<file path="src/rtl/pwl_synth_pkg.sv">
// Shared constants and register-field encoding for the piecewise-linear phase sequencer.
package pwl_synth_pkg;

    localparam int DEF_BITS         = 12;
    localparam int DEF_OCT_BITS     = 3;
    localparam int DEF_MANT_BITS    = 10;
    localparam int DEF_SWEEP_BITS   = 16;
    localparam int DEF_NUM_CHANNELS = 4;

    typedef enum logic [1:0] {
        FIELD_PERIOD = 2'd0,
        FIELD_SWEEP  = 2'd1,
        FIELD_PHASE  = 2'd2,
        FIELD_RSVD   = 2'd3
    } wr_field_e;

    function automatic int max3(input int a, input int b, input int c);
        int m;
        m = (a > b) ? a : b;
        return (m > c) ? m : c;
    endfunction

endpackage

</file>
<file path="src/rtl/pwl_sweep_sat.sv">
// Adds a signed sweep step to an unsigned period word, clamping to [0, all-ones].
module pwl_sweep_sat
    import pwl_synth_pkg::*;
#(
    parameter int PW = DEF_OCT_BITS + DEF_MANT_BITS,
    parameter int SW = DEF_SWEEP_BITS
) (
    input  logic [PW-1:0] period,
    input  logic [SW-1:0] sweep,
    output logic [PW-1:0] result
);

    // Two guard bits keep the signed sum exact for any period/sweep combination.
    localparam int EW = ((PW > SW) ? PW : SW) + 2;
    localparam logic signed [EW-1:0] MAX_P = EW'((64'd1 << PW) - 64'd1);

    logic signed [EW-1:0] sum;

    assign sum = $signed({{(EW-PW){1'b0}}, period}) + $signed({{(EW-SW){sweep[SW-1]}}, sweep});

    always_comb begin
        result = sum[PW-1:0];
        if (sum[EW-1]) begin
            result = '0;
        end else if (sum > MAX_P) begin
            result = '1;
        end
    end

endmodule

</file>
<file path="src/rtl/pwl_phase_sequencer.sv">
// Time-multiplexed phase accumulators with octave/mantissa period and per-wrap period sweep.
module pwl_phase_sequencer
    import pwl_synth_pkg::*;
#(
    parameter int BITS         = DEF_BITS,
    parameter int OCT_BITS     = DEF_OCT_BITS,
    parameter int MANT_BITS    = DEF_MANT_BITS,
    parameter int SWEEP_BITS   = DEF_SWEEP_BITS,
    parameter int NUM_CHANNELS = DEF_NUM_CHANNELS
) (
    input  logic                                                   clk,
    input  logic                                                   rst,
    input  logic                                                   en,
    input  logic                                                   wr_en,
    input  logic [$clog2(NUM_CHANNELS)-1:0]                        wr_chan,
    input  logic [1:0]                                             wr_field,
    input  logic [max3(OCT_BITS+MANT_BITS, SWEEP_BITS, BITS)-1:0]  wr_data,
    output logic                                                   out_valid,
    output logic [$clog2(NUM_CHANNELS)-1:0]                        out_chan,
    output logic [BITS-1:0]                                        out_phase,
    output logic                                                   out_wrap,
    output logic [31:0]                                            en_count
);

    localparam int CH_W = $clog2(NUM_CHANNELS);
    localparam int PW   = OCT_BITS + MANT_BITS;

    logic [BITS-1:0]       phase_q  [NUM_CHANNELS];
    logic [BITS-1:0]       phase_d  [NUM_CHANNELS];
    logic [MANT_BITS-1:0]  cnt_q    [NUM_CHANNELS];
    logic [MANT_BITS-1:0]  cnt_d    [NUM_CHANNELS];
    logic [PW-1:0]         period_q [NUM_CHANNELS];
    logic [PW-1:0]         period_d [NUM_CHANNELS];
    logic [SWEEP_BITS-1:0] sweep_q  [NUM_CHANNELS];
    logic [SWEEP_BITS-1:0] sweep_d  [NUM_CHANNELS];

    logic [CH_W-1:0] ch_q, ch_d;
    logic [31:0]     en_count_q, en_count_d;
    logic            out_valid_q, out_valid_d;
    logic [CH_W-1:0] out_chan_q, out_chan_d;
    logic [BITS-1:0] out_phase_q, out_phase_d;
    logic            out_wrap_q, out_wrap_d;

    logic [PW-1:0]        cur_period;
    logic [MANT_BITS-1:0] cur_mant;
    logic [OCT_BITS-1:0]  cur_oct;
    logic                 step;
    logic [BITS:0]        phase_sum;
    logic [BITS-1:0]      visit_phase;
    logic                 visit_wrap;
    logic [PW-1:0]        swept_period;

    assign cur_period  = period_q[ch_q];
    assign cur_mant    = cur_period[MANT_BITS-1:0];
    assign cur_oct     = cur_period[PW-1:MANT_BITS];
    assign step        = (cnt_q[ch_q] == '0);
    assign phase_sum   = {1'b0, phase_q[ch_q]} + ((BITS+1)'(1) << cur_oct);
    assign visit_phase = step ? phase_sum[BITS-1:0] : phase_q[ch_q];
    assign visit_wrap  = step & phase_sum[BITS];

    pwl_sweep_sat #(
        .PW (PW),
        .SW (SWEEP_BITS)
    ) u_sweep_sat (
        .period (cur_period),
        .sweep  (sweep_q[ch_q]),
        .result (swept_period)
    );

    always_comb begin
        phase_d     = phase_q;
        cnt_d       = cnt_q;
        period_d    = period_q;
        sweep_d     = sweep_q;
        ch_d        = ch_q;
        en_count_d  = en_count_q;
        out_valid_d = 1'b0;
        out_chan_d  = out_chan_q;
        out_phase_d = out_phase_q;
        out_wrap_d  = 1'b0;

        if (en) begin
            ch_d             = ch_q + 1'b1;
            en_count_d       = en_count_q + 32'd1;
            out_valid_d      = 1'b1;
            out_chan_d       = ch_q;
            out_phase_d      = visit_phase;
            out_wrap_d       = visit_wrap;
            phase_d[ch_q]    = visit_phase;
            cnt_d[ch_q]      = step ? cur_mant : cnt_q[ch_q] - 1'b1;
            if (visit_wrap) begin
                period_d[ch_q] = swept_period;
            end
        end

        // Writes come after the visit so a colliding write overrides only its own field.
        if (wr_en) begin
            case (wr_field_e'(wr_field))
                FIELD_PERIOD: period_d[wr_chan] = wr_data[PW-1:0];
                FIELD_SWEEP:  sweep_d[wr_chan]  = wr_data[SWEEP_BITS-1:0];
                FIELD_PHASE: begin
                    phase_d[wr_chan] = wr_data[BITS-1:0];
                    cnt_d[wr_chan]   = '0;
                end
                default: ;
            endcase
        end
    end

    always_ff @(posedge clk) begin
        if (rst) begin
            for (int i = 0; i < NUM_CHANNELS; i++) begin
                phase_q[i]  <= '0;
                cnt_q[i]    <= '0;
                period_q[i] <= '0;
                sweep_q[i]  <= '0;
            end
            ch_q        <= '0;
            en_count_q  <= '0;
            out_valid_q <= 1'b0;
            out_chan_q  <= '0;
            out_phase_q <= '0;
            out_wrap_q  <= 1'b0;
        end else begin
            phase_q     <= phase_d;
            cnt_q       <= cnt_d;
            period_q    <= period_d;
            sweep_q     <= sweep_d;
            ch_q        <= ch_d;
            en_count_q  <= en_count_d;
            out_valid_q <= out_valid_d;
            out_chan_q  <= out_chan_d;
            out_phase_q <= out_phase_d;
            out_wrap_q  <= out_wrap_d;
        end
    end

    assign out_valid = out_valid_q;
    assign out_chan  = out_chan_q;
    assign out_phase = out_phase_q;
    assign out_wrap  = out_wrap_q;
    assign en_count  = en_count_q;

endmodule

</file>
<file path="config.mk">
export PLATFORM = sky130hd
export DESIGN_NAME = pwl_phase_sequencer
export DESIGN_NICKNAME = d
export VERILOG_FILES = /design/src/rtl/pwl_synth_pkg.sv /design/src/rtl/pwl_sweep_sat.sv /design/src/rtl/pwl_phase_sequencer.sv
export SDC_FILE = /design/constraint.sdc
export NUM_CORES = 1
export LEC_CHECK = 0
export BUFFER_PORTS_ARGS = -buffer_cell sky130_fd_sc_hd__buf_4
export CAP_MARGIN = 20
export CELL_PAD_IN_SITES_DETAIL_PLACEMENT = 0
export CELL_PAD_IN_SITES_GLOBAL_PLACEMENT = 1
export CORE_ASPECT_RATIO = 2
export CORE_MARGIN = 10
export CORE_UTILIZATION = 47
export DETAILED_ROUTE_END_ITERATION = 10
export PLACE_DENSITY = 0.84
export SLEW_MARGIN = 20
export SYNTH_ARGS = -nofsm -noshare
export SYNTH_HDL_FRONTEND = slang
export SYNTH_SLANG_ARGS = --single-unit
</file>
<file path="constraint.sdc">
create_clock -name clk -period 6.3 [get_ports clk]
set_input_delay 1.26 -clock clk [delete_from_list [all_inputs] [get_ports clk]]
set_output_delay 1.26 -clock clk [all_outputs]
set_load 0.05 [all_outputs]
</file>
==> Yosys cells after proc, flatten, opt, wreduce, memory -nomap -nowiden <==
Cells that the tools add are included.
{ "totals": {"register_bits": 254, "word_cells": 94, "inputBits": 24, "output_inout_bits": 48} }
{ "classes": {"n_lt_le_gt_ge": 5, "n_eq_ne": 2, "n_mux": 47, "n_addsub": 5, "n_reduce_logical": 6, "shift": 1, "n_bitwise": 6} }
{ "ops": {"columns": ["cell", "count"], "rows": [
  ["two-way mux 52 bit", 4],
  ["two-way mux 48 bit", 3],
  ["two-way mux 40 bit", 3],
  ["bitwise mux 52 bit", 2],
  ["bitwise mux 48 bit", 2],
  ["two-way mux 13 bit", 6],
  ["bitwise mux 64 bit", 1],
  ["two-way mux 12 bit", 5],
  ["demux 13 bit (select 2 bit)", 2],
  ["two-way mux 10 bit", 5],
  ["demux 12 bit (select 2 bit)", 2],
  ["two-way mux 16 bit", 3],
  ["bitwise AND 40 bit", 1],
  ["bitwise mux 40 bit", 1],
  ["demux 10 bit (select 2 bit)", 2],
  ["inverter 40 bit", 1],
  ["adder 32 x 1 -> 32 bit, second input constant", 1],
  ["binary-select mux 16 bit (select 2 bit)", 1],
  ["demux 16 bit (select 2 bit)", 1],
  ["binary-select mux 13 bit (select 2 bit)", 1],
  ["binary-select mux 12 bit (select 2 bit)", 1],
  ["binary-select mux 10 bit (select 2 bit)", 1],
  ["greater-than comparator 18 x 14 -> 1 bit, second input constant", 1],
  ["adder 14 x 16 -> 17 bit", 1],
  ["other kinds (17)", 21]
]} }

==> Longest topological paths before layout <==
{ "depth": {"depth_word": 14, "mapped_depth": 16, "mapped_depth_nobuf": 12} }

==> By module <==
Synthesis repeated with hierarchy kept, for this count alone.
{ "unflattened": {"hier_cells": 1548, "hier_area_um2": 13506.7} }
{ "by_module_without_submodules": {"columns": ["module", "instances", "cells_each", "area_per_inst_um2"], "rows": [
  ["pwl_phase_sequencer", 1, 1423, 12632.1],
  ["pwl_sweep_sat", 1, 125, 874.6]
]} }

==> Worst setup path after synthesis <==
OpenSTA, ideal clock, no wires.
{ "synth_timing": {"path_type": "register to register", "startpoint": "register ch_q[0]", "endpoint": "register period_q[0] (netlist name)", "t_arrival_ns": 4.901, "path_stages_with_launch": 15, "required_ns": 6.158, "path_slack_ns": 1.258, "path_cell_list": "dfxtp_1 -> buf_6 -> buf_2 -> buf_1 -> buf_2 -> mux4_2 -> or3_1 -> fa_1 -> nor2b_1 -> o31a_1 -> o21ai_1 -> or4_1 -> nor3_1 -> a2bb2oi_1 -> a211oi_1"} }
{ "synth_via": {"elab_chain_len": 14, "word_cells_on_any_way": 32, "classes_between": "add/sub (2); order compare (3); shift (1); mux (22); bitwise (2); reduce/logical (2)"} }
{ "synth_lines": {"columns": ["item", "line", "source"], "rows": [
  ["start, declared", "pwl_phase_sequencer.sv:37", "logic [CH_W-1:0] ch_q, ch_d;"],
  ["start signal, assigned", "pwl_phase_sequencer.sv:129", "ch_q <= ch_d;"],
  ["inverter 2 -> 3 bit (not written as such) *", null, null],
  ["binary-select mux 13 bit (select 2 bit) / binary-select mux 16 bit (select 2 bit) (equally long branches)", "pwl_phase_sequencer.sv:53, pwl_phase_sequencer.sv:66", null],
  ["two-way mux 13 bit (not written as such) / two-way mux 16 bit (equally long branches) (2 in a row)", "pwl_phase_sequencer.sv:53, pwl_phase_sequencer.sv:66", null],
  ["adder 14 x 16 -> 17 bit", "pwl_sweep_sat.sv:19", "assign sum = $signed({{(EW-PW){1'b0}}, period}) + $signed({{(EW-SW){sweep[SW-1]}}, sweep});"],
  ["greater-than comparator 18 x 14 -> 1 bit", "pwl_sweep_sat.sv:25", "end else if (sum > MAX_P) begin"],
  ["two-way mux 13 bit", "pwl_sweep_sat.sv:25", null],
  ["two-way mux 13 bit", "pwl_sweep_sat.sv:23", "if (sum[EW-1]) begin"],
  ["bitwise mux 52 bit", "pwl_phase_sequencer.sv:92", "period_d[ch_q] = swept_period;"],
  ["two-way mux 52 bit *", "pwl_phase_sequencer.sv:91", "if (visit_wrap) begin"],
  ["two-way mux 52 bit *", "pwl_phase_sequencer.sv:82", "if (en) begin"],
  ["bitwise mux 52 bit", "pwl_phase_sequencer.sv:99", "FIELD_PERIOD: period_d[wr_chan] = wr_data[PW-1:0];"],
  ["two-way mux 52 bit", "pwl_phase_sequencer.sv:98", "case (wr_field_e'(wr_field))"],
  ["two-way mux 52 bit *", "pwl_phase_sequencer.sv:97", "if (wr_en) begin"],
  ["end signal, assigned", "pwl_phase_sequencer.sv:127", "period_q <= period_d;"],
  ["end, declared", "pwl_phase_sequencer.sv:32", "logic [PW-1:0] period_q [NUM_CHANNELS];"]
]} }
Every way passes the cells marked *; elsewhere a longest branch is shown, timed or not. The select of a mux whose other input is x is not followed.
A chain may end at the register's enable or synchronous reset.

==> Worst setup path after layout <==
{ "layout_timing": {"startpoint": "register ch_q[0]", "endpoint": "register period_q[27] (netlist name)"} }
Same word-level chain as after synthesis.

==> results.txt <==
* Total of endpoints with negative setup slack in the final report: 0
- The commonest cells after synthesis are nand2_1, dfxtp_1, nor2_1, a21oi_1, clkbuf_1.
* Total global routing track utilization: 24.3%
- RSZ-0062 raised after global routing: false
- Input and output buffers added on the ports amount to 71.
* Sum of routed wire length over all layers: 42.7 mm
- Counting flops with a built-in enable in the synthesized netlist gives 0.
* Layout cell share with drive strength beyond 1: 14.0%
- Area of all placed cells without fillers: 14,600 µm²
- Clock transition time at the flip-flop clock pins of the worst setup and hold paths: 70 ps
* Iter 0 DRT Violations: 866
* Hold slack final: 454 ps
- IR analysis of the VDD net gives a maximum drop of 0.237 mV.
- STA puts the critical path data arrival time at 5340 ps.
* Count of unique library cells instantiated by Yosys: 64
- Hold WC Path Type: reg2reg
- Post-cts gate resize count: 0
- Htree depth: 1
- Transition time of the tightest slew-check pin: 1150 ps
- Summed over all nets, the switching power comes to 1.26 mW.
- Number of buffers added by the clock tree synthesis step: 24
* Final sum of negative setup slack: 0 ps
- Synthesis produced a netlist with a net count of 1,579.
* Proportion of netlist area held by the largest area contributor: 39.3%
- The worst register-to-register path begins at ch_q[0].
- Clock skew on the completed layout was measured at 31.7 ps.
- Summed over all layers, the global routing overflow is 0.
- Cell at the root of the clock tree: clkbuf_16
- Area leader, netlist: dfxtp_1
- Most instantiated flip-flop cell in the synthesis netlist: dfxtp_1
- In this run the tightest slew margin relative to its limit is 23.1%.
* Outcome: completed
* Pre-Repair DR Iteration Count: 5
* Most numerous cell in the Yosys netlist: nand2_1
- Vias: 11,700
* Most area-consuming cells after synthesis: dfxtp_1, mux4_2, nand2_1, a21oi_1, nor2_1
- Clock sink total: 254
* Internal power: 2.91 mW
- Die height: 255 µm
- The critical path starts at ch_q[0].
* Max_cap viols: 0
- Fraction of power spent switching nets: 30.3%
- Min-delay src: sweep_q[62]
* Power density cells: 286 nW/µm²
- Kind of capture point of the worst setup path: flop
- # nets final: 1,604
- Power share of the clock group: 40.0%
- DP HPWL: 31.5 mm
* Placed cell area: 13,700 µm²
* Initial antenna violation count: 0
- Met3 routing resource usage after global routing: 3.07%
- Remaining DRCs: 0
- At the end of routability-driven placement, the weighted congestion stood at 1.01.
- The die covers 34,900 µm².
* Classification of the worst setup path: reg2reg
- Core area: 27,000 µm²
* Starting utilization of the core area: 47.8%
* Number of flip-flops and latches in the synthesized netlist: 254
- Final Slew Violations: 0
- CTS max path bufs: 3
- At the worst endpoint, the required time is 6750 ps.
- Number of hold buffers added after CTS: 0
- Counting flops with an async set or reset pin after synthesis yields a share of 0%.
* Warnings from Yosys: 0
- Clock period minus worst slack: 4890 ps
- The worst setup path is launched from a flop.
- After detailed routing, the number of vias per cell comes to 6.09.
- The count of nets left with antenna violations once routing finished came out at 0.
- Cell Rows: 85
- The floorplan step set the die width to 137 µm.
- Global-route wire length before repair: 66.2 mm
- Of all nets on the critical path, the largest fanout is 22.
* Final hold vios: 0
* Static leakage: 5.26 nW
- Global route hottest layer: met2
- Syn-to-layout area delta: 13.2%
* Count of boundary I/O pins: 72
- After synthesis, the mean cell area works out to 8.47 µm².
- Synthesis handed over a netlist of 1,526 instances.
- Flop2flop setup slack: 1410 ps
- For met1 alone, demand over resource in global routing was 24.1%.
- Average wire per standard cell: 22.3 µm
* Final cycle utilization of the critical path: 77.6%
- Timing would allow up to 205 MHz.
- Clock latency on the worst-skew pair, taken at its later pin, is 550 ps.
* TritonCTS clock tree: built
- Met2 usage: 45.5%
* Logic gate share of total power: 18.9%
- Post-CTS setup buffers: 0
* Utilization of the core after routing: 54.2%
- Vias in the first global route: 11,700
* Register share of total power: 41.0%
- Syn Std Cell Area: 12,900 µm²
* Count of fill cells added during filler insertion: 2,565
- Maximum number of pins on one net before global-route repair: 137
- Share of the yosys chip area belonging to registers: 39.3%
- The repair_antennas step left the layout with diodes totalling 0.
[path summary, 6_finish.rpt]
| check | endpoint | cells past startpoint |
|---|---|---|
| setup reg to reg | period_q[27] | 12 |
| hold / removal | sweep_q[62] | 2 |
| hold reg to reg | sweep_q[62] | 2 |
| setup / recovery | period_q[27] | 12 |
[kinds of logic after synthesis]
family,share of synthesized area (%)
AO/OA/AOI/OAI,21.2
XOR/XNOR,2.91
AND/OR/NAND/NOR,19.8
flip-flops,39.3
buffers and inverters,3.65
multiplexers,10.2
adder cells (fa/ha/maj),2.92
[sequential cells by signal (all words and copies together) (netlist names)]
| register | cells |
|---|---|
| en_count | 32 |
| sweep_q | 64 |
| out_chan | 2 |
| out_wrap | 1 |
| out_valid | 1 |
| ch_q | 2 |
| cnt_q | 40 |
| out_phase | 12 |
| period_q | 52 |
| phase_q | 48 |
[cell type report]
type / count / area, µm² / share of cell area, %
well taps: 348 / 435 / 2.98
clock inverters: 13 / 218 / 1.49
clock buffers: 31 / 698 / 4.77
repair buffers: 96 / 724 / 4.95
multi-input cells: 1154 / 7390 / 50.5
inverters: 21 / 78.8 / 0.539
flip-flops and latches: 254 / 5090 / 34.8
[per-stage QoR]
step	setup WS (ps)	std cells	total power, mW
2_1_floorplan	1260	1526	2.30
3_3_place_gp	1670	1873	2.53
3_5_place_dp	1540	1873	2.53
4_1_cts	1460	1917	4.19
5_1_grt	1130	1917	4.32
6_report	1410	1917	4.18
[power groups by stage]
stage	Sequential, mW	Clock [mW]	Combinational, mW
after floorplan	1.76	0	0.544
after global placement	1.75	0	0.784
after detailed placement	1.75	0	0.783
after CTS	1.71	1.69	0.786
after global routing	1.72	1.75	0.849
final	1.71	1.67	0.792
[critical path, stage by stage (launching register included)]
cell,delay [ps]
dfxtp_4,650
mux4_2,650
nor3_1,270
ha_1,240
inv_1,60
fa_1,380
nor2b_1,210
o31a_1,220
o21ai_1,240
nor4_1,780
a21boi_2,430
o211ai_1,320
a211oi_1,310
[metal layers]
layer | wire length, µm | vias to the layer above
met4 | 2770 | 0
met3 | 1870 | 142
li1 | - | 5486
met1 | 14700 | 5667
met5 | 0 | -
met2 | 23400 | 382
[cells in the final DEF, fill, tap and decap left out, drive strengths merged, types with 11 or more instances in the layout]
cell and n:
o22ai 12, a22oi 25, inv 22, nand2b 14
a21oi 160, a211oi 44, nor2b 18, nor3 22
clkbuf 31, nor2 192, buf 96, nand3 18
ha 27, xor2 25, o21ai 78, a211o 14
dfxtp 254, mux2i 17, xnor2 18, nand2 256
or3 11, a31oi 11, a22o 11, nand4 13
a2bb2oi 20, mux4 51
(Power assumes the default switching activity.)
